--- src/rtl/if_de_queue_pkg.sv ---
//==============================================================================
// Module      : if_de_queue_pkg
// Description : Shared CPU field widths, constants and the fetch-entry layout
//               carried between the fetch and decode stages.
// Revision    : 1.0 - initial release
//==============================================================================
`default_nettype none

package if_de_queue_pkg;

    localparam int          PC_W     = 32;
    localparam int          INST_W   = 32;
    localparam int          EXC_W    = 5;
    localparam logic [4:0]  EXC_ADEL = 5'h04;
    localparam logic [31:0] NOP      = 32'h0;

    typedef struct packed {
        logic [PC_W-1:0]   pc;
        logic [INST_W-1:0] inst;
        logic [EXC_W-1:0]  exccode;
    } fetch_entry_t;

    localparam int ENTRY_W = $bits(fetch_entry_t);

endpackage

`default_nettype wire

--- src/rtl/if_de_queue_fifo_regfile.sv ---
//==============================================================================
// Module      : fifo_regfile
// Description : DEPTH x WIDTH flop array, one synchronous write port and one
//               asynchronous read port. Contents are never reset.
// Revision    : 1.0 - initial release
//==============================================================================
`default_nettype none

module fifo_regfile #(
    parameter int DEPTH  = 4,
    parameter int WIDTH  = 69,
    parameter int ADDR_W = $clog2(DEPTH)
) (
    input  logic              clk,
    input  logic              we,
    input  logic [ADDR_W-1:0] waddr,
    input  logic [WIDTH-1:0]  wdata,
    input  logic [ADDR_W-1:0] raddr,
    output logic [WIDTH-1:0]  rdata
);

    logic [WIDTH-1:0] r_mem [DEPTH];

    always_ff @(posedge clk) begin
        if (we) begin
            r_mem[waddr] <= wdata;
        end
    end

    assign rdata = r_mem[raddr];

endmodule

`default_nettype wire

--- src/rtl/if_de_queue.sv ---
//==============================================================================
// Module      : if_de_queue
// Description : Fetch-to-decode skid queue with flush; handshake outputs are
//               derived from registered occupancy only.
// Revision    : 1.0 - initial release
//==============================================================================
`default_nettype none

module if_de_queue
    import if_de_queue_pkg::*;
#(
    parameter int DEPTH = 4
) (
    input  logic                     clk,
    input  logic                     rst_n,
    input  logic                     flush,
    input  logic                     in_valid,
    output logic                     in_ready,
    input  logic [PC_W-1:0]          in_pc,
    input  logic [INST_W-1:0]        in_inst,
    input  logic [EXC_W-1:0]         in_exccode,
    output logic                     out_valid,
    input  logic                     out_ready,
    output logic [PC_W-1:0]          out_pc,
    output logic [INST_W-1:0]        out_inst,
    output logic [EXC_W-1:0]         out_exccode,
    output logic [$clog2(DEPTH):0]   count
);

    localparam int                 c_PTR_W = $clog2(DEPTH);
    localparam int                 c_CNT_W = c_PTR_W + 1;
    localparam logic [c_CNT_W-1:0] c_FULL  = c_CNT_W'(DEPTH);

    logic [c_PTR_W-1:0] r_head;
    logic [c_PTR_W-1:0] r_tail;
    logic [c_CNT_W-1:0] r_count;

    logic         w_push;
    logic         w_pop;
    fetch_entry_t w_wr_entry;
    fetch_entry_t w_rd_entry;

    // Ready/valid come only from r_count, so a full queue refuses a push
    // even when the head is being popped in the same cycle.
    assign in_ready  = (r_count != c_FULL);
    assign out_valid = (r_count != '0);

    assign w_push = in_valid  && in_ready  && !flush;
    assign w_pop  = out_valid && out_ready && !flush;

    always_ff @(posedge clk) begin
        if (!rst_n || flush) begin
            r_head  <= '0;
            r_tail  <= '0;
            r_count <= '0;
        end else begin
            if (w_push) begin
                r_tail <= r_tail + c_PTR_W'(1);
            end
            if (w_pop) begin
                r_head <= r_head + c_PTR_W'(1);
            end
            if (w_push && !w_pop) begin
                r_count <= r_count + c_CNT_W'(1);
            end else if (w_pop && !w_push) begin
                r_count <= r_count - c_CNT_W'(1);
            end
        end
    end

    assign w_wr_entry.pc      = in_pc;
    assign w_wr_entry.inst    = in_inst;
    assign w_wr_entry.exccode = in_exccode;

    fifo_regfile #(
        .DEPTH  (DEPTH),
        .WIDTH  (ENTRY_W),
        .ADDR_W (c_PTR_W)
    ) u_regfile (
        .clk   (clk),
        .we    (w_push),
        .waddr (r_tail),
        .wdata (w_wr_entry),
        .raddr (r_head),
        .rdata (w_rd_entry)
    );

    // Stale storage is masked while empty so decode sees a clean NOP.
    assign out_pc      = out_valid ? w_rd_entry.pc      : '0;
    assign out_inst    = out_valid ? w_rd_entry.inst    : NOP;
    assign out_exccode = out_valid ? w_rd_entry.exccode : '0;
    assign count       = r_count;

endmodule

`default_nettype wire
--- config.mk ---
export PLATFORM = sky130hd
export DESIGN_NAME = if_de_queue
export DESIGN_NICKNAME = d
export VERILOG_FILES = /design/src/rtl/if_de_queue_pkg.sv /design/src/rtl/if_de_queue_fifo_regfile.sv /design/src/rtl/if_de_queue.sv
export SDC_FILE = /design/constraint.sdc
export NUM_CORES = 1
export LEC_CHECK = 0
export BUFFER_PORTS_ARGS = -buffer_cell sky130_fd_sc_hd__buf_2
export CAP_MARGIN = 0
export CORE_MARGIN = 3
export CORE_UTILIZATION = 40
export CTS_CLUSTER_SIZE = 25
export DETAILED_ROUTE_END_ITERATION = 12
export GPL_ROUTABILITY_DRIVEN = 0
export GPL_TIMING_DRIVEN = 0
export PLACE_DENSITY_LB_ADDON = 0.05
export SYNTH_ARGS = -nofsm -noshare
export SYNTH_HDL_FRONTEND = slang
export SYNTH_SLANG_ARGS = --single-unit
--- constraint.sdc ---
create_clock -name clk -period 4.9 [get_ports clk]
set_clock_uncertainty 0.15 [all_clocks]
set_input_delay 0.49 -clock clk [delete_from_list [all_inputs] [get_ports clk]]
set_output_delay 0.49 -clock clk [all_outputs]
set_load 0.01 [all_outputs]
==> impl_metrics.json, run 1 <==
{
  "status": "complete, no violations",
  "path_buf_inv": 3,
  "setup_ws_ns": 1.74,
  "r2r_start": "count[0]$_SDFFE_PP0P_",
  "clkSinkCount": 285,
  "final_area_um2": 13600,
  "path_clk_slew_ns": 0.06,
  "drt_iter0_markers": 266,
  "clockRootBuffer": "clkbuf_16",
  "p_leak_nw": 4.75,
  "p_sw_frac": 0.198,
  "drive_above_1_share": 0.373,
  "grtUsageTotal": 0.149,
  "syn_inst": 489,
  "syn-cell-area_um2": 10900,
  "ant_nets": 0,
  "p_sw_mw": 1.03,
  "overflow": 0,
  "crit_chain": "or3_1 -> clkbuf_1 -> clkbuf_1 -> and2_1 -> buf_2",
  "yosysTopAreaCellShare": 0.761,
  "critPathMaxStageDelay_ns": 0.53,
  "dp_hpwl_mm": 13.1,
  "synth_fp_nets": 569,
  "drv_cap": 0,
  "path_class": "reg2out",
  "core_um2": 26400,
  "cts_buffers": 30,
  "nets": 803,
  "wl_per_cell_um": 20.1,
  "slowest_stage": "clkbuf_1",
  "vias_per_cell": 5.00,
  "vias": 5399,
  "rsz0062_at_grt": "no",
  "power_density_nw_per_um2": 381,
  "intPower_mw": 4.18,
  "cp-start-kind": "register",
  "ys_warn_count": 0,
  "dpl_cell_area_um2": 12200,
  "routed_wl_mm": 21.7,
  "cp.arrival_ns": 2.52,
  "ys_ff_latch": 285,
  "hp-class": "in2reg",
  "syn_to_final_growth_pct": 25.2,
  "syn_area_per_cell_um2": 22.3,
  "die_h_um": 171,
  "cp_max_fo": 10,
  "start_util": 0.412,
  "synth_cell_type_count": 27,
  "synthFlopType": "edfxtp_1",
  "ys_top_cells_by_count": "276 x edfxtp_1, 70 x and2_1, 69 x mux4_2, 14 x clkbuf_1",
  "fill_cells": 2199,
  "post_cts_resized": 0,
  "max_freq_mhz": 317,
  "grt_pass1_wl_mm": 33.2,
  "antennaDiodeCount": 0,
  "antenna_found_initial": 1,
  "startpoint": "count[0]$_SDFFE_PP0P_",
  "final_util": 0.516,
  "hold_viol_final": 0,
  "worstPathRequired_ns": 4.26,
  "synth_edf_count": 276,
  "finalSetupViolCount": 0,
  "crit_path_frequent_cell": "clkbuf_1",
  "portBuffers": 147,
  "yosysTopAreaCell": "edfxtp_1",
  "vdd_drop_max_uv": 243,
  "clockBufferDepth": 3,
  "grt_pass1_vias": 5894,
  "tightest_slew_ns": 0.700,
  "dieArea_um2": 29300,
  "min-delay-start": "in_inst[13]",
  "grt_max_degree": 51,
  "worst_slew_margin_rel": 0.533,
  "clock_latency_ns": 0.52,
  "h-tree-depth": 1,
  "end_kind": "output port",
  "firstDrtPassIters": 4,
  "crit_family": "buffers and inverters",
  "fin_tns_setup_ns": 0,
  "synth_area_leaders": "edfxtp_1 76%, mux4_2 14%, and2_1 4.0%, dfxtp_1 1.7%, ha_1 0.57%",
  "min_period_ns": 3.16,
  "slew_viol_final": 0,
  "drc": 0,
  "ios": 148,
  "pwr-share-clk": 0.413,
  "comb_power_share": 0.064,
  "fin_crit_sh": 0.644,
  "rows": 59,
  "async_flop_share": 0,
  "cts_tree": "yes",
  "ys_seq_area_frac": 0.777,
  "placed_cells": 975,
  "yosysMostFrequentCell": "edfxtp_1",
  "die_x_um": 171,
  "p_seq_frac": 0.523,
  "dp_slack_ns": 2.21,
  "finalNonFillerCells": 1080
}
## timing repair
item                      in CTS  in global routing
hold buffers                  51                  0
setup buffers                  0                  0
hold endpoints to repair     187                  0
## stage by stage
step | hold WS (ns) | power [mW]
6_report | 0.0243 | 5.20
4_1_cts | 0.000273 | 5.28
3_3_place_gp | 0.362 | 3.07
2_1_floorplan | 0.335 | 2.93
3_5_place_dp | 0.374 | 3.08
5_1_grt | 0.00306 | 5.42
## kinds of logic (layout without fill, tap and decap cells)
family          Yosys count  in the layout  synth area share
simple gates             88             88            0.0495
fa+ha+maj                 6              6           0.00758
buf+inv                  29            285            0.0147
mux                      70             70             0.144
flops                   285            285             0.777
compound gates            7              7           0.00425
xor+xnor                  4              4           0.00322
## cells in the final DEF, fill, tap and decap left out
cell type / n
clkinv_2: 7
clkinv_1: 7
nand4_1: 1
nand3_1: 1
and3_4: 4
buf_6: 1
dlygate4sd3_1: 51
bufinv_16: 3
mux4_2: 69
and2_1: 70
fa_1: 1
or3b_1: 1
buf_16: 4
xor2_1: 4
buf_2: 156
clkbuf_16: 31
clkbuf_1: 20
edfxtp_1: 276
o31ai_1: 2
buf_12: 2
nor2_1: 5
ha_1: 5
nand2b_1: 1
a21o_1: 1
nor2b_1: 2
or3_1: 2
dfxtp_1: 9
o21ai_0: 1
a21oi_1: 2
o311ai_0: 1
or2_2: 1
mux2i_1: 1
inv_1: 3
## final timing paths
path,to,slack [ns],cells past startpoint
min reg2reg,r_head[1]$_SDFFE_PP0P_,0.39,2
min,u_regfile.r_mem[2][18]$_DFFE_PP_,0.02,1
max reg2reg,count[2]$_SDFFE_PP0P_,2.45,9
max,out_inst[11],1.74,5
## metal layers
layer | wire length, um | vias up | GRT usage
met5 | 7 | - | 0
met4 | 338 | 2 | 0.0322
met3 | 1180 | 32 | 0.0333
met2 | 11100 | 138 | 0.265
met1 | 9010 | 2756 | 0.188
li1 | - | 2471 | -
## sequential cells by signal (all words and copies together) (netlist names), named ones only
name / count
count: 3
u_regfile.r_mem: 276
r_tail: 2
r_head: 2
## worst reg2reg max path, cell delays in order (launching register included)
cell and delay (ns):
dfxtp_1 0.47, or3b_1 0.15, buf_2 0.18, and2_1 0.20
ha_1 0.20, inv_1 0.06, fa_1 0.37, xor2_1 0.16
or3_1 0.30, a21oi_1 0.14
## power by group through the flow
stage                     logic [mW]  registers, mW  clock network [mW]
after CTS                      0.341           2.72                2.22
after global placement         0.293           2.78                   0
after floorplan                0.156           2.78                   0
after detailed placement       0.306           2.77                   0
final                          0.331           2.72                2.15
after global routing           0.364           2.72                2.33
## cell type report
cell class                      instances  area, um^2  area share
Clock buffer                           37         798      0.0585
Clock inverter                         17         151      0.0111
Timing Repair Buffer                  202        1360      0.0994
Inverter                                3        11.3    0.000826
Tap cell                              335         419      0.0307
Buffer                                 26         149      0.0109
Multi-Input combinational cell        175        2290       0.168
Sequential cell                       285        8470       0.621
No activity file was read; power rests on OpenSTA's default activity.
==> run 2, diff against run 1 <==
clock period = 3.1 ns   (was 4.9 ns; I/O delays follow)
==> impl_metrics.json, run 2 (same netlist as run 1, synthesis figures left out) <==
{
  "ant_nets": 0,
  "drive_above_1_share": 0.364,
  "drt_iter0_markers": 261,
  "top_register": "u_regfile.r_mem",
  "antenna_found_initial": 0,
  "clockRootBuffer": "clkbuf_16",
  "vias": 5468,
  "seq_area_um2": 8470,
  "dieArea_um2": 29300,
  "multi_input_area_um2": 2290,
  "die_h_um": 171,
  "tightest_slew_ns": 0.727,
  "power_density_nw_per_um2": 596,
  "portBuffers": 147,
  "hold_viol_final": 0,
  "max_freq_mhz": 352,
  "drc": 0,
  "rsz0062_at_grt": "no",
  "vdd_drop_max_uv": 384,
  "hp-class": "in2reg",
  "nets": 821,
  "final_util": 0.523,
  "wl_per_cell_um": 19.9,
  "clkSinkCount": 285,
  "overflow": 0,
  "antennaDiodeCount": 0,
  "clockBufferDepth": 3,
  "cts_tree": "yes",
  "syn_to_final_growth_pct": 26.9,
  "drv_cap": 0,
  "core_um2": 26400,
  "post_cts_resized": 0,
  "start_util": 0.412,
  "setup_ws_ns": 0.260,
  "end_kind": "output port",
  "status": "complete, no violations",
  "fin_crit_sh": 0.916,
  "wl_met2_mm": 11.2,
  "power_mw": 8.24,
  "grtUsageTotal": 0.149,
  "cts_buffers": 30,
  "path_clk_slew_ns": 0.06,
  "grt_pass1_wl_mm": 33.4,
  "clock_latency_ns": 0.52,
  "p_leak_nw": 4.83,
  "top_layer_used": "met4",
  "wl_met1_mm": 9.22,
  "die_x_um": 171,
  "fin_tns_setup_ns": 0,
  "firstDrtPassIters": 4,
  "min_period_ns": 2.84,
  "slew_viol_final": 0,
  "grt_max_degree": 51,
  "rows": 59,
  "routed_wl_mm": 21.8,
  "cp.arrival_ns": 2.38,
  "cp_max_fo": 10,
  "mostFrequentLayoutCells": "276 x edfxtp_1, 156 x buf_2, 70 x and2_1, 70 x dlygate4sd3_1, 69 x mux4_2",
  "layout_commonest_cell": "edfxtp_1",
  "worstPathRequired_ns": 2.64,
  "path_class": "reg2out",
  "cts_setup_buffers": 0,
  "dp_slack_ns": 0.590,
  "grt_pass1_vias": 5940,
  "hold_ws_ns": 0.0486,
  "vias_per_cell": 4.98,
  "h-tree-depth": 1,
  "ios": 148,
  "worst_slew_margin_rel": 0.515,
  "cp-start-kind": "register",
  "wl_met3_mm": 1.05,
  "finalSetupViolCount": 0,
  "fill_cells": 2189,
  "dp_hpwl_mm": 13.1,
  "largest_register_ffs": 276
}
[run 2: cell count changes in the layout (fill, tap and decap cells not counted)]
cell	delta
clkbuf_1	-1
dlygate4sd3_1	+19
[run 2: worst max-delay path: stages, from the launching register on]
cell	delay, ns
dfxtp_1	0.30
buf_2	0.23
buf_2	0.32
buf_2	0.34
mux4_2	0.36
and2_1	0.17
buf_2	0.13
[run 2: cell type report]
| cell class | count | area share |
|---|---|---|
| inverter | 3 | 0.000814 |
| buffer | 25 | 0.0105 |
| timing repair buffer | 221 | 0.112 |
| multi-input combinational | 175 | 0.165 |
| tap | 335 | 0.0303 |
| sequential | 285 | 0.612 |
| clock inverter | 17 | 0.0109 |
| clock buffer | 37 | 0.0577 |
[run 2: worst paths after layout]
kind | cells past startpoint | end | startpoint | slack [ns]
worst max-delay path | 6 | out_inst[27] | register | 0.26
worst min-delay path | 4 | r_head[0]$_SDFFE_PP0P_ | out_ready | 0.05
worst max register to register | 9 | count[2]$_SDFFE_PP0P_ | count[0]$_SDFFE_PP0P_ | 0.65
worst min register to register | 2 | r_head[1]$_SDFFE_PP0P_ | r_head[1]$_SDFFE_PP0P_ | 0.39
[run 2: timing repair]
action,4_1_cts,5_1_grt
hold endpoints to repair,277,0
hold buffers,70,0
setup endpoints to repair,3,0
[run 2: routing by layer]
| layer | GRT usage | up-vias |
|---|---|---|
| met4 | 0.0322 | 0 |
| met5 | 0 | - |
| li1 | - | 2500 |
| met3 | 0.0317 | 29 |
| met2 | 0.266 | 132 |
| met1 | 0.190 | 2807 |
[run 2: per-stage QoR]
stage          std cells  instance area (um^2)
2_1_floorplan        489                 10900
4_1_cts             1098                 13800
6_report            1098                 13800
3_5_place_dp         975                 12200
5_1_grt             1098                 13800
3_3_place_gp         971                 12100
[run 2: report_power, final]
group          leakage, nW  internal [mW]  total [mW]  switching (mW)
sequential            2.58           4.29        4.31          0.0156
combinational         1.78          0.269       0.542           0.273
clock                0.470           2.06        3.39            1.34
total                 4.83           6.61        8.24            1.62
